## src/rtl/i2c_gyro_seq.sv

```systemverilog
// Byte-level command sequencer for the I2C gyro: two register writes after reset, then a
// periodic 6-byte auto-increment burst read streamed out on data_out/data_en/data_st.
module i2c_gyro_seq #(
  parameter logic [6:0]  DEV_ADDR  = 7'h69,
  parameter logic [7:0]  OUT_REG   = 8'h28,
  parameter logic [7:0]  INIT0_REG = 8'h20,
  parameter logic [7:0]  INIT0_VAL = 8'h0F,
  parameter logic [7:0]  INIT1_REG = 8'h23,
  parameter logic [7:0]  INIT1_VAL = 8'h30,
  parameter int unsigned POLL_DIV  = 50000
) (
  input  logic       clk,
  input  logic       reset,
  output logic [2:0] cmd,
  output logic [7:0] cmd_tx,
  output logic       cmd_valid,
  input  logic       cmd_ready,
  input  logic       cmd_done,
  input  logic [7:0] cmd_rx,
  input  logic       cmd_nack,
  output logic [7:0] data_out,
  output logic       data_en,
  output logic       data_st,
  output logic       init_done,
  output logic [7:0] err_cnt
);

  localparam logic [2:0] CmdStart   = 3'd0;
  localparam logic [2:0] CmdStop    = 3'd1;
  localparam logic [2:0] CmdWrite   = 3'd2;
  localparam logic [2:0] CmdRdAck   = 3'd3;
  localparam logic [2:0] CmdRdNack  = 3'd4;
  localparam logic [2:0] CmdRestart = 3'd5;

  localparam int unsigned   CntW   = $clog2(POLL_DIV);
  localparam logic [CntW-1:0] CntMax = CntW'(POLL_DIV - 1);

  typedef enum logic [3:0] {
    StIdle, StIStart, StIAddr, StIReg, StIVal, StIStop, StWait, StRStart,
    StRAddrW, StRReg, StRRstart, StRAddrR, StRByte, StRStop, StStrobe, StErrStop
  } state_e;

  state_e          state_q, state_d;
  logic            idx_q, idx_d;
  logic            retry_q, retry_d;
  logic            busy_q, pending_q;
  logic            init_done_q, init_done_d;
  logic            data_en_q, data_en_d;
  logic [2:0]      byte_q, byte_d;
  logic [7:0]      data_out_q, data_out_d;
  logic [7:0]      err_q, err_d;
  logic [CntW-1:0] cnt_q;
  logic            tick, fin, start_rd, is_wr, issue;

  assign tick      = (cnt_q == CntMax);
  // Only a DONE that closes our own outstanding command counts.
  assign fin       = busy_q & cmd_done;
  assign data_out  = data_out_q;
  assign data_en   = data_en_q;
  assign init_done = init_done_q;
  assign err_cnt   = err_q;

  always_ff @(posedge clk or posedge reset) begin
    if (reset) begin
      state_q     <= StIdle;
      idx_q       <= 1'b0;
      retry_q     <= 1'b0;
      busy_q      <= 1'b0;
      pending_q   <= 1'b0;
      init_done_q <= 1'b0;
      data_en_q   <= 1'b0;
      byte_q      <= 3'd0;
      data_out_q  <= 8'd0;
      err_q       <= 8'd0;
      cnt_q       <= '0;
    end else begin
      state_q     <= state_d;
      idx_q       <= idx_d;
      retry_q     <= retry_d;
      init_done_q <= init_done_d;
      data_en_q   <= data_en_d;
      byte_q      <= byte_d;
      data_out_q  <= data_out_d;
      err_q       <= err_d;
      cnt_q       <= tick ? '0 : cnt_q + 1'b1;
      // Starting a read consumes the request; a tick landing on that edge is dropped.
      if (start_rd) pending_q <= 1'b0;
      else if (tick) pending_q <= 1'b1;
      if (cmd_valid && cmd_ready) busy_q <= 1'b1;
      else if (fin)               busy_q <= 1'b0;
    end
  end

  always_comb begin
    state_d     = state_q;
    idx_d       = idx_q;
    retry_d     = retry_q;
    byte_d      = byte_q;
    init_done_d = init_done_q;
    err_d       = err_q;
    data_out_d  = data_out_q;
    data_en_d   = 1'b0;
    start_rd    = 1'b0;
    is_wr       = 1'b0;
    issue       = 1'b0;
    cmd         = CmdStart;
    cmd_tx      = 8'd0;
    data_st     = 1'b0;

    case (state_q)
      StIdle: if (!retry_q || tick) begin
        state_d = StIStart;
        idx_d   = 1'b0;
        retry_d = 1'b0;
      end
      StIStart: begin
        issue = 1'b1;
        if (fin) state_d = StIAddr;
      end
      StIAddr: begin
        issue = 1'b1; is_wr = 1'b1; cmd = CmdWrite; cmd_tx = {DEV_ADDR, 1'b0};
        if (fin) state_d = StIReg;
      end
      StIReg: begin
        issue = 1'b1; is_wr = 1'b1; cmd = CmdWrite; cmd_tx = idx_q ? INIT1_REG : INIT0_REG;
        if (fin) state_d = StIVal;
      end
      StIVal: begin
        issue = 1'b1; is_wr = 1'b1; cmd = CmdWrite; cmd_tx = idx_q ? INIT1_VAL : INIT0_VAL;
        if (fin) state_d = StIStop;
      end
      StIStop: begin
        issue = 1'b1; cmd = CmdStop;
        if (fin && idx_q) begin
          init_done_d = 1'b1;
          state_d     = StWait;
        end else if (fin) begin
          idx_d   = 1'b1;
          state_d = StIStart;
        end
      end
      StWait: if (pending_q) begin
        start_rd = 1'b1;
        state_d  = StRStart;
      end
      StRStart: begin
        issue = 1'b1;
        if (fin) state_d = StRAddrW;
      end
      StRAddrW: begin
        issue = 1'b1; is_wr = 1'b1; cmd = CmdWrite; cmd_tx = {DEV_ADDR, 1'b0};
        if (fin) state_d = StRReg;
      end
      StRReg: begin
        issue = 1'b1; is_wr = 1'b1; cmd = CmdWrite; cmd_tx = OUT_REG | 8'h80;
        if (fin) state_d = StRRstart;
      end
      StRRstart: begin
        issue = 1'b1; cmd = CmdRestart;
        if (fin) state_d = StRAddrR;
      end
      StRAddrR: begin
        issue = 1'b1; is_wr = 1'b1; cmd = CmdWrite; cmd_tx = {DEV_ADDR, 1'b1};
        if (fin) begin
          state_d = StRByte;
          byte_d  = 3'd0;
        end
      end
      StRByte: begin
        issue = 1'b1;
        cmd   = (byte_q == 3'd5) ? CmdRdNack : CmdRdAck;
        if (fin) begin
          data_out_d = cmd_rx;
          data_en_d  = 1'b1;
          if (byte_q == 3'd5) state_d = StRStop;
          else                byte_d  = byte_q + 3'd1;
        end
      end
      StRStop: begin
        issue = 1'b1; cmd = CmdStop;
        if (fin) state_d = StStrobe;
      end
      StStrobe: begin
        data_st = 1'b1;
        state_d = StWait;
      end
      StErrStop: begin
        issue = 1'b1; cmd = CmdStop;
        if (fin && init_done_q) begin
          state_d = StWait;
        end else if (fin) begin
          state_d = StIdle;
          retry_d = 1'b1;
        end
      end
      default: state_d = StIdle;
    endcase

    if (is_wr && fin && cmd_nack) begin
      state_d = StErrStop;
      err_d   = (err_q == 8'hFF) ? err_q : err_q + 8'd1;
    end

    cmd_valid = issue & ~busy_q;
  end

endmodule

```

## config.mk

```make
export PLATFORM = sky130hd
export DESIGN_NAME = i2c_gyro_seq
export DESIGN_NICKNAME = d
export VERILOG_FILES = /design/src/rtl/i2c_gyro_seq.sv
export SDC_FILE = /design/constraint.sdc
export NUM_CORES = 1
export LEC_CHECK = 0
export ABC_AREA = 1
export CAP_MARGIN = 20
export CORE_MARGIN = 3
export CORE_UTILIZATION = 48
export DETAILED_ROUTE_END_ITERATION = 12
export GPL_ROUTABILITY_DRIVEN = 0
export PLACE_DENSITY = 0.85
export SLEW_MARGIN = 20
export SYNTH_ARGS = -nofsm -noshare
export SYNTH_HDL_FRONTEND = slang
export SYNTH_SLANG_ARGS = --single-unit
export TNS_END_PERCENT = 20
```

## constraint.sdc

```tcl
create_clock -name clk -period 1.5 [get_ports clk]
set_clock_uncertainty 0.05 [all_clocks]
set_input_delay 0.225 -clock clk [delete_from_list [all_inputs] [get_ports clk]]
set_output_delay 0.225 -clock clk [all_outputs]
set_load 0.1 [all_outputs]
```

# After elaboration in Yosys (flattened, before gate mapping)
# Index checks and enable logic that the tools add are counted.
# totals
reg_bits	45
inputBits	13
output_inout_bits	31
elab_cells	131
# op_classes
n_addsub	3
eq_ne	42
mux	47
bitwise	4
n_reduce_logical	24
# op_table
op	n
$mux 4	19
$pmux 4 s16	1
$ne 3x3->1 const B	14
$pmux 8 s5	1
$eq 4x4->1 const B	8
$add 16x1->16 const B	1
$eq 16x16->1 const B	1
$eq 4x3->1 const B	4
$mux 16	1
$ne 2x2->1 const B	8
$reduce_and 16->1	1
$mux 1	15
$reduce_or 13->1	1
$mux 3	4
$pmux 3 s4	1
$reduce_and 4->1	3
$reduce_bool 2->1	5
$add 8x1->8 const B	1
$eq 4x2->1 const B	2
$eq 8x8->1 const B	1
$ne 4x4->1 const B	2
$mux 6	1
$pmux 3 s2	1
$reduce_and 2->1	3
other kinds (14)	21

# Longest topological paths before layout
# logic_depth
word_depth	7
depth_mapped	11
ltp_nobuf	11

# Worst setup path before layout
# Ideal clock, no wire load.
# synth_timing
path_kind	reg2out
start	reg state_q[0]
end	out cmd_tx[1]
arrival_time_ns	3.123
required_ns	1.225
slack_ns	-1.898
stages_incl_launch_ff	6
n_path_buf	0
path_cell_list	dfrtp_1 nor2_2 nand2_1 nor2_1 inv_1 nand4_1
# synth_between
elab_chain_len	3
elab_cells_between_ends	8
cone_classes	6 x eq/ne; 1 x mux; 1 x reduce/logical
# synth_rtl
item	line	source
start, declared	43	state_e state_q, state_d;
start signal, assigned	65	state_q <= StIdle;
start signal, assigned	77	state_q <= state_d;
$eq 4x4->1 / $eq 4x2->1 (equally long branches)	110	case (state_q)
$reduce_or 2->1 (no line)	--	
$pmux 8 s5 *	110	
end, declared	15	output logic [7:0] cmd_tx,
# Every way passes the cells marked *; elsewhere a longest branch is shown, timed or not.

# Worst setup path in the final report
# layout_timing
start	reg state_q[0]
end	out cmd[1]
# layout_between
elab_chain_len	3
elab_cells_between_ends	14
cone_classes	11 x eq/ne; 1 x mux; 2 x reduce/logical
# layout_rtl
item	line	source
$eq 4x4->1, or another cell as far along	110	
$reduce_or 6->1 (no line) / $reduce_or 3->1 (equally long branches)	--	
$pmux 3 s4 *	110	
end, declared	14	output logic [2:0] cmd,
# Marks and branches as above.

==> flow_summary.json <==
{
  "synth_area_leaders": "dfrtp_1 44%, nand2_1 18%, nand3_1 6.6%, nor2_1 6.6%, inv_1 6.3%",
  "drtIter0Drc": 247,
  "clkSinkCount": 45,
  "dieArea_um2": 6280,
  "clkTransAtPathRegs_ns": 0.08,
  "wl_per_cell_um": 15.7,
  "critPathKind": "flop to output port",
  "yosys.cell_types.count": 27,
  "p_leak_nw": 2.15,
  "seq_area_frac_synth_pct": 43.8,
  "dr.pass1.iters": 5,
  "synth_most_common_cell": "nand2_1",
  "crit_top_cell": "nor2_2",
  "critical-path-slowest-cell": "dfrtp_2",
  "start_kind": "flop",
  "violations": "setup timing",
  "pre_cts_ws_ns": -0.230,
  "powerDensity_nw_per_um2": 2070,
  "p_switching_mw": 4.57,
  "postSynthAreaPerCell_um2": 7.19,
  "slew_viol_final": 0,
  "period_minus_slack_ns": 1.90,
  "diodes": 0,
  "netlist_instances": 358,
  "period_share_pct": 127,
  "cp_data_arrival_time_ns": 1.63,
  "synth_top_area_share_pct": 43.8,
  "grt_pass1_vias": 2747,
  "wirelength_um": 8330,
  "cts_tree": "yes",
  "crit_start": "state_q[0]$_DFFE_PP0P_",
  "maxCapViolations": 0,
  "grt-ovfl-total": 0,
  "finalSetupTns_ns": -8.41,
  "ys_warn_count": 0,
  "port_buffers": 43,
  "total_power_mw": 8.59,
  "core_area_um2": 5140,
  "finalWorstSetupSlack_ns": -0.404,
  "synth_top_area_cell": "dfrtp_1",
  "worst_pin_slew_ns": 0.336,
  "worstSetupEndpointType": "output port",
  "drc_errors": 0,
  "grt_util_all_layers_pct": 25.9,
  "power_frac_seq_pct": 20.0,
  "cts_buffers": 5,
  "via_count": 2883,
  "clk_latency_ns": 0.29,
  "outcome": "complete, but fails checks",
  "max-clock-path-buffers": 2,
  "root_buffer": "clkbuf_8",
  "route.antenna.remaining_nets": 0,
  "yosys-top-cells-count": "124 x nand2_1, 45 x dfrtp_1, 45 x nor2_1, 43 x inv_1, 34 x nand3_1",
  "core.rowCount": 26,
  "path_max_fanout": 6,
  "swShare_pct": 53.2,
  "setup_viol_count_final": 39,
  "hp-class": "primary input to asynchronous set/reset pin",
  "htree_levels": 2,
  "async_flop_share_pct": 100,
  "fin_cells": 530,
  "die_h_um": 79.2,
  "critPathTopFamily": "simple AND/OR/NAND/NOR gates",
  "worst_ep_required_time_ns": 1.22,
  "io-pin-count": 44,
  "syn_area_um2": 2570,
  "grt_max_degree": 46,
  "layout.nets": 477,
  "rsz0062_at_grt": "yes",
  "ctsHoldBuffers": 0,
  "hold_viol": 0,
  "whs_ns": 0.231,
  "hpwl_um": 5280,
  "slew_headroom_pct": 77.5,
  "antenna_found_initial": 0,
  "clkPwrFrac_pct": 8.9,
  "syn2layout_area_growth_pct": 60.9,
  "ys_seq_elements": 45,
  "grt_pass1_wl_um": 12800,
  "drive_above_1_share_pct": 34.3,
  "via_per_inst": 5.44,
  "r2r-start": "state_q[2]$_DFFE_PP0P_",
  "slowest_delay_ns": 0.49,
  "path_buf_inv": 2,
  "placed_cells": 510,
  "p_comb_share_pct": 71.1,
  "p_int_mw": 4.02,
  "synth_edf_count": 0,
  "peakVddDrop_v": 0.00222,
  "ys.flop_type": "dfrtp_1",
  "die_width_um": 79.2,
  "initial_core_util_pct": 50.1,
  "fmax_mhz": 525,
  "synth.net_count": 375,
  "path_cells": "buf_6 > nor2_4 > nor2_2 > nor2_2 > nand3_2 > buf_12"
}
per-stage QoR:
| step | utilization (%) | instance area (um^2) |
|---|---|---|
| detailed placement | 72.9 | 3750 |
| global placement | 72.9 | 3750 |
| floorplan | - | 2620 |
| CTS | 77.6 | 3990 |
| finish | 80.6 | 4140 |
| global route | 80.6 | 4140 |
layout by cell type (no fill, tap or decap), types with 2 or more instances in the layout:
master and n:
nand2_1 112, buf_4 48, dfrtp_1 39, inv_1 37, nor2_1 32, buf_12 32, nand3_1 27, nand2_2 12
clkdlybuf4s50_1 12, nor2_4 10, nor2_2 10, xor2_1 10, inv_2 7, nand3_2 6, clkbuf_8 6, dfrtp_2 6
nand4_1 5, o21ai_0 5, xnor2_1 5, nand2_4 4, ha_1 4, buf_6 4, o21ai_1 3, nor3_1 3
a21oi_1 3, inv_4 2, nor3_2 2
per-layer routing:
metal / vias to the layer above / part of all wire (%) / wire length, um / global-route usage [%]
li1: 1321 / - / - / -
met1: 1404 / 39 / 3210 / 30.7
met2: 130 / 52 / 4370 / 45.8
met3: 28 / 5.3 / 443 / 4.20
met4: 0 / 3.7 / 304 / 11.9
met5: - / 0 / 0 / 0
final cells by class:
cell class / count / area (um^2)
multi-input combinational: 263 / 1470
timing repair buffer: 96 / 1170
sequential: 45 / 1130
fill: 298 / 1000
inverter: 49 / 198
tap: 70 / 87.6
clock buffer: 7 / 86.3
worst paths after layout:
check | endpoint | slack, ns | cells past startpoint
max reg2reg | state_q[0]$_DFFE_PP0P_ | -0.23 | 11
min | err_cnt[5]$_DFFE_PP0P_ | 0.23 | 3
max in group asynchronous | cnt_q[7]$_DFF_PP0_ | 0.93 | 3
max | cmd[1] | -0.40 | 6
min in group clk | data_out[7]$_DFFE_PP0P_ | 0.42 | 3
min reg2reg | cnt_q[2]$_DFF_PP0_ | 0.46 | 1
worst register-to-register path, cell delays in order (launching register included):
cell     delay [ns]
dfrtp_2        0.48
inv_4          0.13
nor2_4         0.05
buf_4          0.14
buf_4          0.13
nand3_1        0.06
nand2_1        0.08
nor2_2         0.16
nand2_1        0.12
nor2_4         0.12
nand2_1        0.07
nand2_1        0.07
state kept, by name, indices dropped and copies added, names as in the netlist:
register / flops
busy_q: 1
idx_q: 1
pending_q: 1
retry_q: 1
state_q: 4
data_out: 8
init_done: 1
data_en: 1
byte_q: 3
cnt_q: 16
err_cnt: 8
kinds of logic after synthesis:
| kind of cell | share of synthesized area (%) |
|---|---|
| flops | 43.8 |
| fa+ha+maj | 1.94 |
| buf+inv | 7.78 |
| xor+xnor | 5.10 |
| simple gates | 37.5 |
| compound gates | 3.89 |
what timing repair did:
item                                    4_1_cts  5_1_grt
gates resized for setup                      30       30
pin swaps                                     8       13
endpoints found under the setup margin       36       49
setup buffers                                 7        6
power groups by stage:
stage / logic (mW) / registers [mW] / clock network, mW
finish: 6.10 / 1.72 / 0.765
global route: 6.32 / 1.74 / 0.816
CTS: 5.66 / 1.70 / 0.755
detailed placement: 5.32 / 1.69 / 0
global placement: 5.24 / 1.68 / 0
floorplan: 2.47 / 2.42 / 0
Note: power is estimated with default switching activity, not from simulation.
